### config.mk
export PLATFORM = sky130hd
export DESIGN_NAME = wbf_rd_arb
export DESIGN_NICKNAME = d
export VERILOG_FILES = /design/src/rtl/wca_pkg.sv /design/src/rtl/arb_id_fifo.sv /design/src/rtl/wbf_rd_arb.sv
export SDC_FILE = /design/constraint.sdc
export NUM_CORES = 1
export LEC_CHECK = 0
export ABC_AREA = 1
export BUFFER_PORTS_ARGS = -buffer_cell sky130_fd_sc_hd__buf_2
export CAP_MARGIN = 10
export CORE_UTILIZATION = 35
export DETAILED_ROUTE_END_ITERATION = 6
export SLEW_MARGIN = 20
export SYNTH_ARGS = -nofsm -noshare
export SYNTH_HDL_FRONTEND = slang
export SYNTH_SLANG_ARGS = --single-unit
export TNS_END_PERCENT = 30
### constraint.sdc
create_clock -name clk -period 4.66 [get_ports clk]
set_input_delay 1.398 -clock clk [delete_from_list [all_inputs] [get_ports clk]]
set_output_delay 1.398 -clock clk [all_outputs]
set_load 0.02 [all_outputs]
### src/rtl/wca_pkg.sv
// Shared constants for the weight-buffer read arbiter: arbitration modes,
// default widths and the port-id width helper.
package wca_pkg;

   localparam logic [1:0] ARB_MODE_RR    = 2'b00;
   localparam logic [1:0] ARB_MODE_FIXED = 2'b01;
   localparam logic [1:0] ARB_MODE_HOLD  = 2'b10;

   localparam int NUM_PORT_DEF       = 4;
   localparam int WEI_ADDR_WIDTH_DEF = 8;
   localparam int DATA_WIDTH_DEF     = 8;
   localparam int OUTST_DEPTH_DEF    = 4;

   // Width of a port id; never below one bit so single-port builds still elaborate.
   function automatic int id_width(input int num_port);
      return (num_port > 1) ? $clog2(num_port) : 1;
   endfunction

endpackage

### src/rtl/arb_id_fifo.sv
// In-order port-id FIFO: one id per outstanding WBF read, popped as data returns.
module arb_id_fifo #(
   parameter int WIDTH = 2,
   parameter int DEPTH = 4
) (
   input  logic                     clk,
   input  logic                     rst_n,
   input  logic                     push_i,
   input  logic [WIDTH-1:0]         push_id_i,
   input  logic                     pop_i,
   output logic [WIDTH-1:0]         head_id_o,
   output logic                     full_o,
   output logic                     empty_o,
   output logic [$clog2(DEPTH):0]   count_o
);

   localparam int PTR_W = $clog2(DEPTH);

   logic [WIDTH-1:0] mem_q [DEPTH];
   logic [PTR_W-1:0] wr_ptr_q, wr_ptr_d;
   logic [PTR_W-1:0] rd_ptr_q, rd_ptr_d;
   logic [PTR_W:0]   cnt_q, cnt_d;
   logic             do_push, do_pop;

   assign full_o    = (cnt_q == (PTR_W+1)'(DEPTH));
   assign empty_o   = (cnt_q == '0);
   assign count_o   = cnt_q;
   assign head_id_o = mem_q[rd_ptr_q];

   // A push into a full FIFO is dropped even when a pop happens in the same cycle.
   always_comb begin
      // NOTE: every always_comb output gets a default first so no path can infer a latch.
      wr_ptr_d = wr_ptr_q;
      rd_ptr_d = rd_ptr_q;
      cnt_d    = cnt_q;
      do_push  = push_i & ~full_o;
      do_pop   = pop_i & ~empty_o;
      if (do_push) wr_ptr_d = wr_ptr_q + PTR_W'(1);
      if (do_pop)  rd_ptr_d = rd_ptr_q + PTR_W'(1);
      case ({do_push, do_pop})
         2'b10:   cnt_d = cnt_q + (PTR_W+1)'(1);
         2'b01:   cnt_d = cnt_q - (PTR_W+1)'(1);
         default: cnt_d = cnt_q;
      endcase
   end

   always_ff @(posedge clk or posedge rst_n) begin
      // NOTE: sequential state uses non-blocking assignments so every flop samples pre-edge values.
      if (rst_n) begin
         wr_ptr_q <= '0;
         rd_ptr_q <= '0;
         cnt_q    <= '0;
      end else begin
         wr_ptr_q <= wr_ptr_d;
         rd_ptr_q <= rd_ptr_d;
         cnt_q    <= cnt_d;
      end
   end

   // NOTE: storage is not reset; entries are only read behind a valid count.
   always_ff @(posedge clk) begin
      if (do_push) mem_q[wr_ptr_q] <= push_id_i;
   end

endmodule

### src/rtl/wbf_rd_arb.sv
// Weight-buffer read arbiter: grants one PE-row request per cycle onto the
// registered WBF address port and steers returned data back in issue order.
// rst_n is an active-high asynchronous reset despite its name.
module wbf_rd_arb
   import wca_pkg::*;
#(
   parameter int NUM_PORT       = NUM_PORT_DEF,
   parameter int WEI_ADDR_WIDTH = WEI_ADDR_WIDTH_DEF,
   parameter int DATA_WIDTH     = DATA_WIDTH_DEF,
   parameter int OUTST_DEPTH    = OUTST_DEPTH_DEF
) (
   input  logic                           clk,
   input  logic                           rst_n,
   input  logic                           TOPARB_CfgVld,
   input  logic [1:0]                     TOPARB_CfgISA,
   output logic                           ARBTOP_CfgRdy,
   input  logic [NUM_PORT-1:0]            PERARB_AdrVld,
   input  logic [NUM_PORT*WEI_ADDR_WIDTH-1:0] PERARB_Adr,
   output logic [NUM_PORT-1:0]            ARBPER_AdrRdy,
   output logic [NUM_PORT-1:0]            ARBPER_DatVld,
   output logic [NUM_PORT*DATA_WIDTH-1:0] ARBPER_Dat,
   input  logic [NUM_PORT-1:0]            PERARB_DatRdy,
   output logic                           ARBWBF_AdrVld,
   output logic [WEI_ADDR_WIDTH-1:0]      ARBWBF_Adr,
   input  logic                           WBFARB_AdrRdy,
   input  logic                           WBFARB_DatVld,
   input  logic [DATA_WIDTH-1:0]          WBFARB_Dat,
   output logic                           ARBWBF_DatRdy,
   output logic                           ARBTOP_Err
);

   localparam int ID_W  = id_width(NUM_PORT);
   localparam int CNT_W = $clog2(OUTST_DEPTH) + 1;

   logic [1:0]                mode_q, mode_d;
   logic [ID_W-1:0]           rr_ptr_q, rr_ptr_d;
   logic                      adr_vld_q, adr_vld_d;
   logic [WEI_ADDR_WIDTH-1:0] adr_q, adr_d;
   logic                      err_q, err_d;

   logic [ID_W-1:0]  win, cand, head_id;
   logic             any_req, load, accept, pop, cfg_rdy;
   logic             fifo_full, fifo_empty;
   logic [CNT_W-1:0] fifo_cnt;

   // Scanning downwards leaves the lowest index (or offset from rr_ptr) as the winner.
   always_comb begin
      win     = '0;
      cand    = '0;
      any_req = |PERARB_AdrVld;
      if (mode_q == ARB_MODE_FIXED) begin
         for (int i = NUM_PORT - 1; i >= 0; i--)
            if (PERARB_AdrVld[i]) win = ID_W'(i);
      end else begin
         for (int k = NUM_PORT - 1; k >= 0; k--) begin
            cand = rr_ptr_q + ID_W'(k);
            if (PERARB_AdrVld[cand]) win = cand;
         end
      end
   end

   assign cfg_rdy = ~adr_vld_q & (fifo_cnt == '0);
   assign load    = (~adr_vld_q | WBFARB_AdrRdy) & ~fifo_full & (mode_q != ARB_MODE_HOLD);
   assign accept  = load & any_req;

   always_comb begin
      ARBPER_AdrRdy = '0;
      ARBPER_DatVld = '0;
      for (int i = 0; i < NUM_PORT; i++) begin
         ARBPER_AdrRdy[i] = accept & (win == ID_W'(i));
         ARBPER_DatVld[i] = WBFARB_DatVld & ~fifo_empty & (head_id == ID_W'(i));
      end
   end

   assign ARBWBF_DatRdy = PERARB_DatRdy[head_id] & ~fifo_empty;
   assign pop           = WBFARB_DatVld & ARBWBF_DatRdy;
   assign ARBPER_Dat    = {NUM_PORT{WBFARB_Dat}};

   always_comb begin
      mode_d    = mode_q;
      rr_ptr_d  = rr_ptr_q;
      adr_vld_d = adr_vld_q;
      adr_d     = adr_q;
      err_d     = err_q;
      if (TOPARB_CfgVld && cfg_rdy) mode_d = TOPARB_CfgISA;
      // The output address is held until the WBF takes it unless a new grant replaces it.
      if (accept) begin
         adr_vld_d = 1'b1;
         adr_d     = PERARB_Adr[win*WEI_ADDR_WIDTH +: WEI_ADDR_WIDTH];
         rr_ptr_d  = win + ID_W'(1);
      end else if (WBFARB_AdrRdy) begin
         adr_vld_d = 1'b0;
      end
      if (WBFARB_DatVld && fifo_empty) err_d = 1'b1;
   end

   always_ff @(posedge clk or posedge rst_n) begin
      if (rst_n) begin
         mode_q    <= ARB_MODE_RR;
         rr_ptr_q  <= '0;
         adr_vld_q <= 1'b0;
         adr_q     <= '0;
         err_q     <= 1'b0;
      end else begin
         mode_q    <= mode_d;
         rr_ptr_q  <= rr_ptr_d;
         adr_vld_q <= adr_vld_d;
         adr_q     <= adr_d;
         err_q     <= err_d;
      end
   end

   assign ARBTOP_CfgRdy = cfg_rdy;
   assign ARBWBF_AdrVld = adr_vld_q;
   assign ARBWBF_Adr    = adr_q;
   assign ARBTOP_Err    = err_q;

   arb_id_fifo #(
      .WIDTH (ID_W),
      .DEPTH (OUTST_DEPTH)
   ) u_id_fifo (
      .clk       (clk),
      .rst_n     (rst_n),
      .push_i    (accept),
      .push_id_i (win),
      .pop_i     (pop),
      .head_id_o (head_id),
      .full_o    (fifo_full),
      .empty_o   (fifo_empty),
      .count_o   (fifo_cnt)
   );

endmodule

==> flow_metrics.tcl <==
set metrics [dict create \
    status "complete, but fails checks" \
    violations "DRC" \
    tns_ns 0 \
    synth_flop_cell "dfrtp_1" \
    ys_seq_elements 29 \
    worst-path-stages 15 \
    endpoint_kind "output port" \
    core_sq_um 6490 \
    place_ws_ns 0.0306 \
    cp.required_ns 3.26 \
    clock_latency_ns 0.28 \
    drc 1 \
    period_share 0.956 \
    cts_root_buf "clkbuf_8" \
    wl_per_cell_microns 10.2 \
    clock_skew_ns 0.00375 \
    synth_seq_area_share 0.317 \
    critPathSlowestCell "nand2_8" \
    peakVddDrop_uv 242 \
    period_needed_ns 4.46 \
    clk_pin_slew_worst_paths_ns 0.06 \
    grt_pass1_wl_mm 8.11 \
    cp.buffers_inverters 6 \
    antenna_cells 0 \
    area_growth_pct 10.3 \
    cts_buffers 5 \
    hp-class "reg -> reg" \
    critical_path_peak_fanout 24 \
    place.gp.congestion 0.889 \
    antenna_found_initial 0 \
    hold_depth 1 \
    synth_edf_count 8 \
    dr_total_vias 1975 \
    setup_violations 0 \
    timing.fmax_mhz 224 \
    postSynth.asyncResetShare 0.724 \
    power_frac_seq 0.234 \
    net-switching-power_mw 1.10 \
    grt_setup_unrepaired "false" \
    m1WireLength_mm 2.12 \
    drt-total-wl_mm 4.62 \
    postRouteAntennaNets 0 \
    clock_sinks 29 \
    die_h_microns 85.0 \
    htreeDepth 2 \
    max_stage_delay_ns 0.25 \
    wl_met3_microns 340 \
    placementRows 29 \
    drive_gt1_frac 0.293 \
    drtPass1Iterations 6 \
    power-per-cell-area_nw_per_um2 803 \
    cts_setup_buffers 0 \
    p_comb_frac 0.652 \
    die_area_sq_um 7230 \
    via_per_inst 4.37 \
    worst_slack_ns 0.203 \
    wl_met2_mm 2.12 \
    grt_util_all_layers 0.141 \
    hpwl_mm 3.59 \
    worstPathArrival_ns 3.06 \
    worstRegToRegCells 10 \
    numPortBuffers 66 \
    drtIter0Drc 84 \
    yosysWarningCount 0 \
    leakagePower_nw 1.52 \
    finalNetCount 439 \
    p_int_mw 1.04 \
    syn_nets 403 \
    tightest_slew_ns 0.797 \
    cts_max_path_buffers 2 \
    syn_avg_cell_area_sq_um 7.14 \
    final_max_slew_viol_count 0 \
    yosys.cell_types.count 33 \
    synth_cells 338 \
    maxCapViolCount 0 \
    cp_top_family "simple AND/OR/NAND/NOR gates" \
    grt-ovfl-total 0 \
    syn_area_sq_um 2410 \
    num_io_pins 107 \
    sw_frac_of_total 0.516 \
    crit_type "in -> out" \
    grt_pass1_vias 1892 \
    clock_power_share 0.114 \
    hold_viol_final 0 \
    initial_core_util 0.372 \
    crit_path_start_kind "input pin" \
    grt_max_degree 25 \
    cts_tree "done" \
    cp_cell_sequence "buf_2, inv_2, nand2_1, nand3_1, o21ai_1, inv_2, nand2_2, nand2_2, nand3_4, nand2_8, inv_1, ha_1, inv_1, nor2_1, buf_2" \
    layout_commonest_cell "nand2_1" \
    die_w_microns 85.0 \
    max-slew-margin-rel 0.468 \
    routed.top_layer "met4" \
    layout_common_cells "nand2_1, buf_2, inv_1, nand3_1, nor2_1" \
]
-- cell type report --
type	count	area [sq um]
inverters	67	259
fillers	665	3830
flip-flops and latches	29	766
multi-input cells	203	1080
clock buffers	8	111
repair buffers	68	345
well taps	77	96.3
-- Yosys cell counts, types with 2 or more instances --
cell type	count	area (sq um)
nand2_1	74	278
inv_1	57	214
nand3_1	39	195
buf_4	34	255
nor2_1	27	101
dfrtp_1	21	526
nand2_2	12	75.1
o21ai_0	12	60.1
ha_1	9	113
inv_2	9	33.8
edfxtp_1	8	240
o21ai_1	7	35.0
nand3_2	4	40.0
nor2_2	3	18.8
clkbuf_1	2	7.51
nor3_1	2	10.0
xnor2_1	2	17.5
-- registers in the layout, indices dropped and copies added (netlist names), 2 cells and up --
signal and cells:
rr_ptr_q 2, u_id_fifo.count_o 3, u_id_fifo.wr_ptr_q 2, u_id_fifo.mem_q 8
mode_q 2, ARBWBF_Adr 8, u_id_fifo.rd_ptr_q 2
-- power groups by stage --
stage	Sequential, mW	Clock, mW	Combinational [mW]
5_1_grt	0.515	0.264	1.61
3_5_place_dp	0.502	0	1.41
4_1_cts	0.501	0.253	1.41
3_3_place_gp	0.507	0	1.38
6_report	0.500	0.245	1.39
2_1_floorplan	0.525	0	1.16
-- metrics by stage --
stage	hold slack (ns)	util	total power, mW	area [sq um]	std cells
final	0.450	0.410	2.14	2660	452
after CTS	0.454	0.409	2.17	2660	452
after floorplan	0.460	-	1.69	2410	338
after global placement	0.438	0.392	1.89	2550	444
after global routing	0.492	0.410	2.39	2660	452
after detailed placement	0.440	0.392	1.91	2550	444
-- what timing repair did --
action | CTS | global route
endpoints found under the setup margin | 0 | 4
hold buffers | 0 | 0
resized for setup | 0 | 1
-- metal layers --
metal  track usage  vias to the layer above
met2         0.229                       65
met4        0.0416                        0
met3        0.0545                        5
met1         0.173                      833
li1              -                     1072
met5             0                        -
-- logic make-up after synthesis --
kind of cell / share of synthesized area
xor gates and xnor gates: 0.0109
buffers and inverters: 0.235
adders and majority gates: 0.0550
DFF: 0.317
and+or+nand+nor: 0.325
AOI/OAI and AO/OA: 0.0570
-- path summary, 6_finish.rpt --
kind | slack (ns) | end | startpoint
worst max-delay path | 0.20 | ARBPER_AdrRdy[0] | PERARB_AdrVld[1]
worst min-delay path | 0.45 | ARBTOP_Err | ARBTOP_Err
worst max register to register | 1.96 | u_id_fifo.count_o[1] | u_id_fifo.count_o[0]
worst min register to register | 0.45 | ARBTOP_Err | ARBTOP_Err
max in group asynchronous | 2.90 | u_id_fifo.wr_ptr_q[1] | rst_n
min in group asynchronous | 1.26 | mode_q[0] | rst_n
No activity file was read; power rests on OpenSTA's default activity.
